File: src/rtl/bp_pkg.sv
// Shared types and constants for the branch predictor: counter encodings,
// the BTB entry layout and default sizing.
package bp_pkg;

   localparam int DEF_IDX_W = 4;
   localparam int DEF_CNT_W = 16;
   localparam int MAX_TAG_W = 30;

   typedef enum logic [1:0] {
      SNT = 2'b00,
      WNT = 2'b01,
      WT  = 2'b10,
      ST  = 2'b11
   } bp_ctr_t;

   localparam bp_ctr_t CTR_RESET = WNT;
   localparam bp_ctr_t CTR_ALLOC = WT;

   // The tag field is sized for the smallest index so any IDX_W fits; unused upper bits stay zero.
   typedef struct packed {
      logic                 valid;
      logic [MAX_TAG_W-1:0] tag;
      logic [31:0]          target;
      bp_ctr_t              ctr;
   } btb_entry_t;

   localparam btb_entry_t RESET_ENTRY = '{valid: 1'b0, tag: '0, target: '0, ctr: CTR_RESET};

   function automatic logic [MAX_TAG_W-1:0] pc_tag(input logic [31:0] pc, input int idx_w);
      return MAX_TAG_W'(pc >> (idx_w + 2));
   endfunction

endpackage

File: src/rtl/bp_sat_counter.sv
// Two-bit saturating counter next-state function: step towards ST when
// taken, towards SNT when not taken, holding at either end.
module bp_sat_counter
   import bp_pkg::*;
(
   input  bp_ctr_t ctr,
   input  logic    taken,
   output bp_ctr_t ctr_next
);

   always_comb begin
      ctr_next = ctr;
      if (taken) begin
         if (ctr != ST) ctr_next = bp_ctr_t'(ctr + 2'd1);
      end else begin
         if (ctr != SNT) ctr_next = bp_ctr_t'(ctr - 2'd1);
      end
   end

endmodule

File: src/rtl/branch_predictor_ctrl.sv
// Direct-mapped BTB with 2-bit counters: combinational lookup for the fetch PC,
// training from the execute stage, and saturating branch/mispredict statistics.
module branch_predictor_ctrl
   import bp_pkg::*;
#(
   parameter int IDX_W = DEF_IDX_W,
   parameter int CNT_W = DEF_CNT_W
) (
   input  logic             clk,
   input  logic             reset,
   input  logic [31:0]      PCF,
   output logic             BranchPredicted,
   output logic [31:0]      PredTargetF,
   input  logic             UpdateE,
   input  logic [31:0]      PCE,
   input  logic             BranchTakenE,
   input  logic [31:0]      BTAE,
   input  logic             BranchPredictedE,
   output logic             MispredictE,
   output logic [CNT_W-1:0] BranchCount,
   output logic [CNT_W-1:0] MispredictCount
);

   localparam int N = 1 << IDX_W;

   btb_entry_t btb_q [N];
   btb_entry_t btb_d [N];

   logic [CNT_W-1:0] branch_count_q, branch_count_d;
   logic [CNT_W-1:0] mispredict_count_q, mispredict_count_d;

   logic [IDX_W-1:0]     idx_f, idx_e;
   logic [MAX_TAG_W-1:0] tag_f, tag_e;
   btb_entry_t           entry_f, entry_e;
   logic                 hit_f, hit_e;
   bp_ctr_t              ctr_next_e;

   assign idx_f   = PCF[IDX_W+1:2];
   assign idx_e   = PCE[IDX_W+1:2];
   assign tag_f   = pc_tag(PCF, IDX_W);
   assign tag_e   = pc_tag(PCE, IDX_W);
   assign entry_f = btb_q[idx_f];
   assign entry_e = btb_q[idx_e];
   assign hit_f   = entry_f.valid && (entry_f.tag == tag_f);
   assign hit_e   = entry_e.valid && (entry_e.tag == tag_e);

   assign BranchPredicted = hit_f && entry_f.ctr[1];
   assign PredTargetF     = BranchPredicted ? entry_f.target : 32'h0;
   assign MispredictE     = UpdateE && (BranchPredictedE != BranchTakenE);

   bp_sat_counter u_sat_counter (
      .ctr      (entry_e.ctr),
      .taken    (BranchTakenE),
      .ctr_next (ctr_next_e)
   );

   always_comb begin
      btb_d = btb_q;
      if (UpdateE) begin
         if (hit_e) begin
            btb_d[idx_e].ctr = ctr_next_e;
            if (BranchTakenE) btb_d[idx_e].target = BTAE;
         end else if (BranchTakenE) begin
            // A taken miss evicts whatever lived at this index.
            btb_d[idx_e] = '{valid: 1'b1, tag: tag_e, target: BTAE, ctr: CTR_ALLOC};
         end
      end
   end

   always_comb begin
      branch_count_d     = branch_count_q;
      mispredict_count_d = mispredict_count_q;
      if (UpdateE && (branch_count_q != '1))
         branch_count_d = branch_count_q + CNT_W'(1);
      if (MispredictE && (mispredict_count_q != '1))
         mispredict_count_d = mispredict_count_q + CNT_W'(1);
   end

   always_ff @(posedge clk) begin
      if (reset) begin
         for (int i = 0; i < N; i++) btb_q[i] <= RESET_ENTRY;
         branch_count_q     <= '0;
         mispredict_count_q <= '0;
      end else begin
         btb_q              <= btb_d;
         branch_count_q     <= branch_count_d;
         mispredict_count_q <= mispredict_count_d;
      end
   end

   assign BranchCount     = branch_count_q;
   assign MispredictCount = mispredict_count_q;

endmodule
File: config.mk
export PLATFORM = sky130hd
export DESIGN_NAME = branch_predictor_ctrl
export DESIGN_NICKNAME = d
export VERILOG_FILES = /design/src/rtl/bp_pkg.sv /design/src/rtl/bp_sat_counter.sv /design/src/rtl/branch_predictor_ctrl.sv
export SDC_FILE = /design/constraint.sdc
export NUM_CORES = 2
export LEC_CHECK = 0
export CORE_MARGIN = 5
export CORE_UTILIZATION = 35
export CTS_CLUSTER_SIZE = 8
export DETAILED_ROUTE_END_ITERATION = 10
export PLACE_DENSITY = 0.52
export SLEW_MARGIN = 10
export SYNTH_ARGS = -nofsm -noshare
export SYNTH_HDL_FRONTEND = slang
export SYNTH_SLANG_ARGS = --single-unit
export TNS_END_PERCENT = 30
File: constraint.sdc
create_clock -name clk -period 5.2 [get_ports clk]
set_clock_uncertainty 0.05 [all_clocks]
set_input_delay 1.04 -clock clk [delete_from_list [all_inputs] [get_ports clk]]
set_output_delay 1.04 -clock clk [all_outputs]
set_load 0.1 [all_outputs]
==> results.cfg <==
[power]
power_density_nw_per_um2 = 305.2
power.leakage_nw = 18.73
ir_drop_mv = 0.3052
finalPower_mw = 17.74

[synth]
synth-edff-count = 0
ys_seq_area_frac = 0.4116
synth-simple-area-share = 0.1530
syn_inst = 5539
yosysTopAreaCellShare = 0.4116
syn_nets = 5642
synth_cell_types = 81
yosysWarnings = 0
yosys.area.top_type = dfxtp_1
synth_xor_area_frac = 0.01409
synthAdderAreaFrac = 0.0005104
avgSynthCellArea_sq_um = 8.851
synthFlopType = dfxtp_1
yosys_register_bits = 1008
synth_area_leaders = dfxtp_1 41%, mux4_2 17%, a21oi_1 9.9%, nand2_1 8.3%, nand3_1 4.7%
synth_area_sq_um = 49020
synth-async-reset-ratio = 0
synth_top_family_by_area = multiplexers
yosys-mux-area-fraction = 0.1935
synth_compound_area_frac = 0.1680

[worst_setup_path]
crit_slowest_cell = mux4_2
cpPeakStageDelay_ns = 0.56
worstSetupEndpointType = output pin
critPathArrivalTime_ns = 4.18
path_max_fanout = 6
endpoint = PredTargetF[21]
worst-path-stages = 13
crit_type = input pin to output pin
crit_buf_inv = 6
crit_chain = buf_16 > buf_12 > mux4_2 > mux4_2 > xnor2_1 > nand4_1 > nor4_1 > nand4_1 > buf_6 > buf_12 > buf_12 > nor2b_4 > buf_12
reg2reg_from = btb_q[375]
critical_path.top_delay_family = multiplexers
r2r_slack_ns = 1.60
r2r_cells = 10
reg2reg_to = btb_q[692]
cp-startpoint = PCF[2]
start_kind = input pin
crit_top_cell = buf_12
worstPathRequired_ns = 4.11

[drt]
dr_wl_met2_mm = 89.78
highest_layer = met4
postRouteWirelength_mm = 193.3
wl_met1_mm = 80.10
postRouteAntennaNets = 0
drtIter0Drc = 4974
wl_met3_mm = 17.00
avgRoutedWirePerCell_microns = 26.25
vias_per_cell = 5.909
num_vias = 43511
drc = 0
drtPass1Iterations = 6

[timing]
fin_crit_sh = 1.013
fin_ws_ns = -0.06663
maxSlewHeadroom = 0.2689
rsz0062_at_grt = yes
drv_slew = 0
period_minus_slack_ns = 5.267
worstMarginPinSlew_ns = 1.097
fmax_ghz = 0.1899
hold_viol = 0
setup_viol = 32

[clocking]
cts_buffer_depth = 3
insertion_delay_ns = 0.78
clock-root-buffer = clkbuf_16
cts.clk_slew.worst_paths_ns = 0.05
cts_tree = built
cts_num_sinks = 1008
cts_made_buffers = 144
hold_buffers = 0
h-tree-depth = 4

[die]
initial_core_util = 0.3518
die_area_sq_um = 147700
placementRows = 137
floorplan.core_area_sq_um = 139400
io_pins = 167
die_y_microns = 384.3
die_x_microns = 384.3

[final_layout]
drive_above_1_share = 0.1742
stdcell_area_sq_um = 58120
final_nets = 5567
area_delta_synth_final_pct = 18.55

[place]
dp_slack_ns = -0.4857
gp_congestion = 0.8252
dpl.hpwl_mm = 109.5
dpl-instance-area_sq_um = 53690
io_buffers = 162

[outcome]
violations = negative setup slack
status = complete, but fails checks

[global_routing]
grt_antenna_before_repair = 8
track_usage = 0.2555
grt_pass1_wl_mm = 286.5
grt_max_degree = 196
grt-ovfl-total = 0
grt_pass1_vias = 41955

[flow_run]
cap_violations = 0

[worst_hold_path]
hp-class = register to register
==> worst min path at each step <==
| stage | depth (start not counted) | endpoint | start | slack (ns) |
|---|---|---|---|---|
| after floorplan | 2 | btb_q[845] | btb_q[845] | 0.37 |
| after global routing | 2 | btb_q[674] | btb_q[674] | 0.41 |
| after detailed placement | 2 | btb_q[845] | btb_q[845] | 0.39 |
| after CTS | 2 | btb_q[845] | btb_q[845] | 0.40 |
| final | 2 | btb_q[845] | btb_q[845] | 0.40 |
| after global placement | 2 | btb_q[845] | btb_q[845] | 0.39 |
==> metal layers <==
metal / vias up / track usage
met5: - / 0
met4: 0 / 0.09103
met3: 375 / 0.05019
met2: 2053 / 0.4050
met1: 21597 / 0.3481
li1: 19486 / -
==> cell type report <==
cell class	count	area, sq um
clock buffers	153	3722
flip-flops and latches	1008	20180
clock inverters	11	157.7
diodes	6	15.01
well taps	1876	2347
inverters	27	105.1
repair buffers	427	5022
multi-input cells	3856	26570
fillers	13470	81240
==> worst reg2reg max path: stages (launching register included) <==
cell and delay [ns]:
dfxtp_1 0.33, mux4_2 0.47, mux4_2 0.52, xnor2_2 0.48
o2111ai_1 0.21, and4bb_1 0.34, and4_4 0.32, buf_12 0.23
buf_4 0.26, o21ai_0 0.11, a21oi_1 0.17
==> cell usage after synthesis, types with 5 or more instances <==
cell type and instances:
a211oi_1 8, a21oi_1 965, a22oi_1 40, a2bb2oi_2 8
a311o_1 5, a311oi_2 9, a31oi_1 5, a32o_1 10
and2_1 6, and3_1 17, buf_1 71, buf_2 97
buf_4 11, buf_6 17, clkbuf_1 444, dfxtp_1 1008
inv_1 26, mux2_2 14, mux2i_1 122, mux4_2 360
nand2_1 1078, nand3_1 456, nand4_1 19, nor2_1 83
nor2b_1 46, nor3_1 10, o21ai_0 392, o21ai_1 40
o22ai_1 8, or3_1 8, xnor2_1 54, xor2_1 23
==> per-stage QoR <==
stage	setup TNS, ns	hold WS, ns	util	cells
2_1_floorplan	-0.8101	0.3715	-	5539
3_3_place_gp	-12.50	0.3856	0.3852	7176
3_5_place_dp	-12.02	0.3882	0.3852	7176
4_1_cts	0	0.3964	0.4163	7357
5_1_grt	-0.6332	0.4141	0.4170	7362
6_report	-1.509	0.3978	0.4171	7364
==> layout by cell type, fill, tap and decap left out, types with 119 or more instances in the layout <==
cell type        count
nand3_1            447
dfxtp_1           1008
buf_4              178
a21oi_1            964
nand2_1           1070
mux4_2             360
clkdlybuf4s50_1    119
mux2i_1            122
clkbuf_16          150
o21ai_0            392
==> power by group <==
group	switching [mW]	internal (mW)	total [mW]	leakage, nW
Clock	3.52	5.02	8.54	1.90
Combinational	0.873	0.490	1.36	8.71
Sequential	0.0384	7.80	7.84	8.13
Total	4.44	13.3	17.7	18.7
==> flip-flops by register name (all words and copies together), names as in the netlist <==
name,flops
MispredictCount,16
btb_q,976
BranchCount,16
==> what timing repair did <==
action                     CTS  global route
buffers inserted            12             3
gates resized for setup     33            14
hold endpoints to repair     0             0
pin swaps                   13            13
setup endpoints to repair   33            33
cloned                       5             1
==> logic make-up (layout without fill, tap and decap cells) <==
kind of cell               after synthesis  in the layout
DFF                                   1008           1008
AOI/OAI and AO/OA                     1533           1533
buffers and inverters                  675            618
muxes                                  496            496
adders and majority gates                2              2
xor gates and xnor gates                78             78
and+or+nand+nor                       1747           1747
other                                    0              6
Power figures use the tool's default switching activity.
